## src/rtl/div_repsub_if.sv

```systemverilog
// div_repsub_if -- handshake/bus bundle for the repeated-subtraction divider.
//   start       : begin an operation (sampled by the divider only in IDLE/DONE)
//   data_in     : dividend on the cycle after start is accepted, divisor after that
//   quotient    : quotient register
//   remainder   : remainder register (running dividend)
//   busy        : operation in progress (LDA, LDB, SUB)
//   done        : results valid
//   div_by_zero : the finished operation had a zero divisor
// Modports: master drives start/data_in, slave is the divider.
interface div_repsub_if #(
  parameter int W = 16
);
  logic         start;
  logic [W-1:0] data_in;
  logic [W-1:0] quotient;
  logic [W-1:0] remainder;
  logic         busy;
  logic         done;
  logic         div_by_zero;

  modport master (
    output start,
    output data_in,
    input  quotient,
    input  remainder,
    input  busy,
    input  done,
    input  div_by_zero
  );

  modport slave (
    input  start,
    input  data_in,
    output quotient,
    output remainder,
    output busy,
    output done,
    output div_by_zero
  );
endinterface

```

## src/rtl/div_repsub.sv

```systemverilog
// div_repsub -- sequential W-bit unsigned divider using repeated subtraction.
// Ports:
//   clk   : rising-edge clock
//   rst_n : asynchronous active-low reset
//   bus   : div_repsub_if.slave (start, data_in, quotient, remainder,
//           busy, done, div_by_zero)
// Dividend and divisor arrive over data_in on the two cycles following an
// accepted start. Each SUB cycle removes one divisor from the running
// remainder and bumps the quotient, so latency is quotient + 3 edges.
module div_repsub #(
  parameter int W = 16
) (
  input  logic         clk,
  input  logic         rst_n,
  div_repsub_if.slave  bus
);

  typedef enum logic [2:0] {
    IDLE = 3'd0,
    LDA  = 3'd1,
    LDB  = 3'd2,
    SUB  = 3'd3,
    DONE = 3'd4
  } state_t;

  state_t       state_q, state_d;
  logic [W-1:0] r_q, r_d;
  logic [W-1:0] b_q, b_d;
  logic [W-1:0] q_q, q_d;
  logic         dz_q, dz_d;

  // Next-state and datapath update logic.
  always_comb begin
    state_d = state_q;
    r_d     = r_q;
    b_d     = b_q;
    q_d     = q_q;
    dz_d    = dz_q;
    case (state_q)
      IDLE: begin
        if (bus.start) begin
          state_d = LDA;
        end else begin
          state_d = IDLE;
        end
      end
      LDA: begin
        r_d     = bus.data_in;
        dz_d    = 1'b0;
        state_d = LDB;
      end
      LDB: begin
        b_d     = bus.data_in;
        q_d     = {W{1'b0}};
        state_d = SUB;
      end
      SUB: begin
        // Zero divisor is checked first so it never loops forever.
        if (b_q == {W{1'b0}}) begin
          dz_d    = 1'b1;
          state_d = DONE;
        end else if (r_q >= b_q) begin
          // Guarded by the compare, so this never underflows.
          r_d     = r_q - b_q;
          q_d     = q_q + {{(W-1){1'b0}}, 1'b1};
          state_d = SUB;
        end else begin
          state_d = DONE;
        end
      end
      DONE: begin
        // Restart directly from DONE without revisiting IDLE.
        if (bus.start) begin
          state_d = LDA;
        end else begin
          state_d = DONE;
        end
      end
      default: begin
        state_d = IDLE;
      end
    endcase
  end

  // State and datapath registers with asynchronous reset.
  always_ff @(posedge clk or negedge rst_n) begin
    if (!rst_n) begin
      state_q <= IDLE;
      r_q     <= {W{1'b0}};
      b_q     <= {W{1'b0}};
      q_q     <= {W{1'b0}};
      dz_q    <= 1'b0;
    end else begin
      state_q <= state_d;
      r_q     <= r_d;
      b_q     <= b_d;
      q_q     <= q_d;
      dz_q    <= dz_d;
    end
  end

  // Outputs are decoded purely from registered state.
  assign bus.quotient    = q_q;
  assign bus.remainder   = r_q;
  assign bus.busy        = (state_q == LDA) || (state_q == LDB) || (state_q == SUB);
  assign bus.done        = (state_q == DONE);
  assign bus.div_by_zero = (state_q == DONE) && dz_q;

endmodule

```

## src/flat_wrapper.sv

```systemverilog
// flat-port wrapper written by rule: the top's interface ports become plain ports
module div_repsub_flat 
#(
  parameter int W = 16
)
  (clk, rst_n, bus_start, bus_data_in, bus_quotient, bus_remainder, bus_busy, bus_done, bus_div_by_zero);
  div_repsub_if #(.W(W)) bus_i ();
  input  logic clk;
  input  logic rst_n;
  input wire logic [$bits(bus_i.start)-1:0] bus_start;
  input wire logic [$bits(bus_i.data_in)-1:0] bus_data_in;
  output wire logic [$bits(bus_i.quotient)-1:0] bus_quotient;
  output wire logic [$bits(bus_i.remainder)-1:0] bus_remainder;
  output wire logic [$bits(bus_i.busy)-1:0] bus_busy;
  output wire logic [$bits(bus_i.done)-1:0] bus_done;
  output wire logic [$bits(bus_i.div_by_zero)-1:0] bus_div_by_zero;
  assign bus_i.start = bus_start;
  assign bus_i.data_in = bus_data_in;
  assign bus_quotient = bus_i.quotient;
  assign bus_remainder = bus_i.remainder;
  assign bus_busy = bus_i.busy;
  assign bus_done = bus_i.done;
  assign bus_div_by_zero = bus_i.div_by_zero;
  div_repsub #(.W(W)) u_core (.clk(clk), .rst_n(rst_n), .bus(bus_i));
endmodule
```

## config.mk

```make
export PLATFORM = sky130hd
export DESIGN_NAME = div_repsub_flat
export DESIGN_NICKNAME = d
export VERILOG_FILES = /design/src/rtl/div_repsub_if.sv /design/src/rtl/div_repsub.sv /design/src/flat_wrapper.sv
export SDC_FILE = /design/constraint.sdc
export NUM_CORES = 1
export LEC_CHECK = 0
export ABC_AREA = 1
export BUFFER_PORTS_ARGS = -buffer_cell sky130_fd_sc_hd__buf_4
export CORE_ASPECT_RATIO = 1.75
export CORE_MARGIN = 1
export CORE_UTILIZATION = 58
export CTS_BUF_LIST = sky130_fd_sc_hd__clkbuf_4 sky130_fd_sc_hd__clkbuf_8 sky130_fd_sc_hd__clkbuf_16
export DETAILED_ROUTE_END_ITERATION = 12
export GPL_TIMING_DRIVEN = 0
export PLACE_DENSITY = 0.82
export SYNTH_ARGS = -nofsm -noshare
export SYNTH_HDL_FRONTEND = slang
export SYNTH_SLANG_ARGS = --single-unit
```

## constraint.sdc

```tcl
create_clock -name clk -period 2.58 [get_ports clk]
set_clock_uncertainty 0.15 [all_clocks]
set_input_delay 0.516 -clock clk [delete_from_list [all_inputs] [get_ports clk]]
set_output_delay 0.516 -clock clk [all_outputs]
set_load 0.05 [all_outputs]
```

==> results of run 1 <==
[kinds of logic after synthesis]
kind of cell    synth area share, %
fa+ha+maj                      6.05
flops                          33.8
simple gates                   40.2
compound gates                 6.96
mux                           0.293
xor+xnor                       2.05
buf+inv                        10.6
[flip-flops by register name, summed over array words and instances, names as in the netlist]
register / cells
u_core.bus.quotient: 16
u_core.b_q: 16
u_core.state_q: 3
u_core.bus.remainder: 16
u_core.dz_q: 1
[path summary, 6_finish.rpt]
| path | startpoint | endpoint | slack, ns | depth (start not counted) |
|---|---|---|---|---|
| setup / recovery | u_core.bus.remainder[0] | u_core.bus.quotient[15] | 0.13 | 16 |
| hold reg to reg | u_core.b_q[2] | u_core.b_q[2] | 0.36 | 2 |
| hold / removal | rst_n | u_core.bus.quotient[6] | 0.06 | 1 |
| max in group asynchronous | rst_n | u_core.bus.quotient[14] | 1.75 | 1 |
| setup reg to reg | u_core.bus.remainder[0] | u_core.bus.quotient[15] | 0.13 | 16 |
| min in group clk | bus_start | u_core.state_q[2] | 0.23 | 2 |
[critical path, stage by stage (launching register included)]
cell	delay, ns
dfrtp_1	0.38
inv_1	0.05
ha_1	0.22
fa_2	0.37
inv_2	0.09
nand2_1	0.06
nand2_1	0.10
nand3_1	0.11
nand3_1	0.13
nand2_2	0.07
nand2_2	0.08
nand2_4	0.07
nand2_8	0.10
nand2_8	0.08
buf_8	0.16
nand2_2	0.06
nand2_1	0.05
[placed cells by master, fill, tap and decap left out, drive strengths merged, types with 6 or more instances in the layout]
master / count
nand2: 219
inv: 79
buf: 65
nor2: 62
dfrtp: 52
nand3: 49
a21oi: 28
o21ai: 20
ha: 17
clkbuf: 9
nor3: 6
[routing by layer]
metal	track usage [%]	vias to the layer above
li1	-	1899
met1	32.0	1801
met2	61.6	128
met3	4.56	36
met4	18.7	0
met5	0	-
[area by class of cell]
cell class                 count  area (sq um)
buffer                        13           111
clock buffer                   6          82.6
clock inverter                 2          15.0
fill                         553          1790
inverter                      79           302
multi-input combinational    425          2150
sequential                    52          1300
tap                           80           100
timing repair buffer          55           425
[per-stage QoR]
stage	total power, uW	utilization, %
2_1_floorplan	4560	-
4_1_cts	6220	71.3
3_5_place_dp	5640	69.3
3_3_place_gp	5530	69.3
5_1_grt	6800	71.5
6_report	6290	71.5
[repair_timing]
action,4_1_cts,5_1_grt
setup buffers,1,1
setup endpoints to repair,11,27
pin swaps,1,0
gates resized for setup,1,3
[report_power, final]
part	internal, uW	leakage, uW	switching [uW]
combinational	1480	0.00176	2970
sequential	1100	0.000652	212
clock	218	0.0000434	315
total	2800	0.00245	3490
==> impl_metrics.json, run 1 <==
{
  "layout-drive-gt1-share_pct": 17.4,
  "die_h_microns": 110,
  "initial_core_util_pct": 61.3,
  "via_count": 3864,
  "grt_max_degree": 53,
  "hp-class": "in -> async",
  "synth_nets": 606,
  "synth_most_common_cell": "nand2_1",
  "clk_pin_slew_ns": 0.10,
  "hold_viol_final": 0,
  "fin_ws_ns": 0.134,
  "post-dp-hpwl_microns": 8020,
  "final_nets": 668,
  "setup_viol": 0,
  "syn_inst": 569,
  "synth_area_sq_mm": 0.00385,
  "timing.final.max_slew_violations": 0,
  "synth-seq-cells": 52,
  "drc": 0,
  "p_leak_uw": 0.00245,
  "antenna_found_initial": 0,
  "vias_per_cell": 5.43,
  "async_flop_share_pct": 100,
  "syn2layout_area_growth_pct": 16.6,
  "hold_buffers": 0,
  "route.met3.wl_microns": 433,
  "fin_setup_tns_ns": 0,
  "syn_area_per_cell_sq_um": 6.76,
  "critical_path_class": "reg -> reg",
  "ys.flop_type": "dfrtp_1",
  "dp_slack_ns": -0.0574,
  "synth_top_area_cell": "dfrtp_1",
  "root_buffer": "clkbuf_8",
  "dpl_cell_area_sq_mm": 0.00435,
  "fin_crit_ns": 2.45,
  "fin_cells": 712,
  "placed_cells": 702,
  "synthTopCellsByCount": "nand2_1, inv_1, nor2_1",
  "ctsLongestPathBuffers": 2,
  "yosysWarnings": 0,
  "grt_usage_pct": 32.1,
  "dr.first_iter.drc_count": 207,
  "routedWlPerCell_microns": 14.9,
  "wl_met1_microns": 3900,
  "design.portCount": 54,
  "design_area_sq_mm": 0.00449,
  "power_density_mw_per_mm2": 1400,
  "startpoint_type": "register",
  "insertion_delay_ns": 0.33,
  "worstPathArrival_ns": 2.52,
  "antenna_left": 0,
  "synth_top_area_share_pct": 33.8,
  "fin_hold_ws_ns": 0.0629,
  "status": "complete, no violations",
  "synth_enable_flop_cells": 0,
  "gp_congestion": 0.931,
  "cp_max_fo": 10,
  "tightestPinTransition_ns": 0.700,
  "portBuffers": 53,
  "cts_tree": "built",
  "endpoint_kind": "register",
  "synth.yosys.seq_area_share_pct": 33.8,
  "critPathRequiredTime_ns": 2.66,
  "ys_types": 38,
  "synth_area_leaders": "dfrtp_1, nand2_1, inv_1",
  "period_share_pct": 94.8,
  "dr.pass1.iters": 5,
  "overflow": 0,
  "grt_pass1_wl_microns": 17100,
  "routed.top_layer": "met4",
  "slew_headroom_pct": 53.3,
  "grt_pass1_vias": 3897,
  "diodes": 0,
  "clock_sinks": 52,
  "htree_num_levels": 2,
  "route.met2.wl_microns": 5790,
  "cts_buffers": 5,
  "vdd_drop_max_uv": 667,
  "max_freq_mhz": 409,
  "routed_wl_microns": 10600,
  "maxCapViolCount": 0,
  "die_w_microns": 63.6,
  "core-area_sq_mm": 0.00628,
  "row_count": 38,
  "dieArea_sq_mm": 0.00697
}
Power figures use the tool's default switching activity.
==> inputs of run 2 (changes only) <==
Settings changed: PLACE_DENSITY 0.82 to 0.81.
==> run 2 against run 1 <==
Worst hold slack improved by 0.019 ns. Highest routed layer unchanged. Via count is 0.62% lower. Global-route usage down 0.53 points. Power down 0.89%. Clock power shrank 11%. Critical path type unchanged. Setup slack improved by 0.025 ns. Core utilization fell by 0.10 points. Largest power group unchanged. Non-clock buffer count up 2. Combinational power about the same.
==> impl_metrics.json, run 2 (synthesized netlist as in run 1, its figures left out) <==
{
  "dr.first_iter.drc_count": 231,
  "critical_path_class": "reg -> reg",
  "htree_num_levels": 2,
  "routed_wl_microns": 10400,
  "layout-drive-gt1-share_pct": 17.9,
  "dp_slack_ns": -0.0614,
  "overflow": 0,
  "r2r_slack_ns": 0.16,
  "max_freq_mhz": 413,
  "layout_commonest_cell": "nand2_1",
  "grt_pass1_wl_microns": 16700,
  "dr.pass1.iters": 4,
  "portBuffers": 53,
  "slew_headroom_pct": 54.6,
  "via_count": 3840,
  "row_count": 38,
  "routed.top_layer": "met4",
  "vdd_drop_max_uv": 670,
  "worstPathArrival_ns": 2.49,
  "endpoint_kind": "register",
  "fin_crit_ns": 2.42,
  "maxCapViolCount": 0,
  "final_cell_mix": "nand2_1, inv_1, buf_4",
  "clk_pin_slew_ns": 0.10,
  "root_buffer": "clkbuf_8",
  "insertion_delay_ns": 0.32,
  "initial_core_util_pct": 61.3,
  "core-area_sq_mm": 0.00628,
  "post-dp-hpwl_microns": 7950,
  "power_density_mw_per_mm2": 1390,
  "power_uw": 6230,
  "startpoint_type": "register",
  "diodes": 0,
  "fin_ws_ns": 0.159,
  "period_share_pct": 93.8,
  "final_nets": 670,
  "critPathRequiredTime_ns": 2.65,
  "reg2reg_depth": 15,
  "route.met3.wl_microns": 441,
  "dieArea_sq_mm": 0.00697,
  "wl_met1_microns": 3730,
  "grt_usage_pct": 31.5,
  "setup_viol": 0,
  "p_leak_uw": 0.00246,
  "timing.final.max_slew_violations": 0,
  "design.portCount": 54,
  "rr_endpoint": "u_core.bus.quotient[12]",
  "fin_hold_ws_ns": 0.0823,
  "die_h_microns": 110,
  "drc": 0,
  "fin_cells": 713,
  "antenna_found_initial": 0,
  "grt_max_degree": 53,
  "placed_cells": 702,
  "status": "complete, no violations",
  "route.met2.wl_microns": 5660,
  "hold_buffers": 0,
  "cp_max_fo": 10,
  "gp_congestion": 0.901,
  "hold_viol_final": 0,
  "grt_pass1_vias": 3729,
  "tightestPinTransition_ns": 0.681,
  "syn2layout_area_growth_pct": 16.5,
  "antenna_left": 0,
  "routedWlPerCell_microns": 14.6,
  "vias_per_cell": 5.39,
  "ctsLongestPathBuffers": 2,
  "rsz0062_at_grt": "no",
  "fin_util_pct": 71.4,
  "cts_buffers": 5,
  "hp-class": "in -> async",
  "timing.rr.start": "u_core.b_q[0]",
  "clock_sinks": 52,
  "die_w_microns": 63.6,
  "cts_tree": "built"
}
==> run 2: changes by cell type in the layout (fill, tap and decap cells not counted) <==
cell and delta:
clkinvlp_4 -1, nand3_2 +1, nand2_2 +1, buf_12 -1
nand3_1 -1, buf_4 +3, clkinv_2 +1, clkbuf_8 -1
nand2_1 -1
==> run 2: area by class of cell <==
class	instances	area [sq um]
Inverter	79	302
Tap cell	80	100
Clock inverter	2	12.5
Timing Repair Buffer	57	428
Buffer	13	111
Multi-Input combinational cell	425	2160
Sequential cell	52	1300
Clock buffer	5	68.8
Fill cell	572	1800
==> run 2: per-layer routing <==
layer	up-vias	track usage (%)
met1	1777	31.5
met4	0	19.5
met2	131	59.9
li1	1897	-
met3	35	4.67
met5	-	0
==> run 2: timing repair <==
action	4_1_cts	5_1_grt
gates cloned	0	1
endpoints found under the hold margin	0	0
setup buffers	2	1
gates resized for setup	1	7
setup endpoints to repair	17	30
pin swaps	1	1
==> run 2: critical path: stages, from the launching register on <==
cell and delay [ns]:
dfrtp_1 0.41, ha_1 0.22, fa_2 0.37, inv_2 0.09
nand2_1 0.08, nand2_2 0.09, nand3_1 0.13, nand3_2 0.12
nand2_2 0.07, nand2_2 0.08, nand2_4 0.07, nand2_8 0.10
nand2_8 0.08, buf_8 0.16, nand2_2 0.06, nand2_2 0.04
==> run 2: worst max-delay path by stage <==
stage,startpoint,end,slack [ns],depth (start not counted)
after global placement,u_core.bus.remainder[0],u_core.bus.remainder[15],-0.05,14
after floorplan,u_core.bus.remainder[0],u_core.bus.quotient[12],0.007,16
final,u_core.b_q[0],u_core.bus.quotient[12],0.16,15
after detailed placement,u_core.bus.remainder[0],u_core.bus.remainder[15],-0.06,14
after CTS,u_core.b_q[0],u_core.bus.quotient[12],0.03,15
after global routing,u_core.bus.remainder[0],u_core.bus.quotient[13],0.04,16
==> run 2: through the flow <==
step	TNS, ns	area [sq um]
5_1_grt	0	4480
4_1_cts	0	4450
3_5_place_dp	-0.564	4350
6_report	0	4480
3_3_place_gp	-0.453	4350
2_1_floorplan	0	3850
==> run 2: report_power, final <==
group / leakage, uW / switching (uW) / total (uW) / internal, uW
combinational: 0.00177 / 2970 / 4450 / 1480
clock: 0.0000400 / 290 / 475 / 185
sequential: 0.000652 / 208 / 1310 / 1100
total: 0.00246 / 3470 / 6230 / 2770
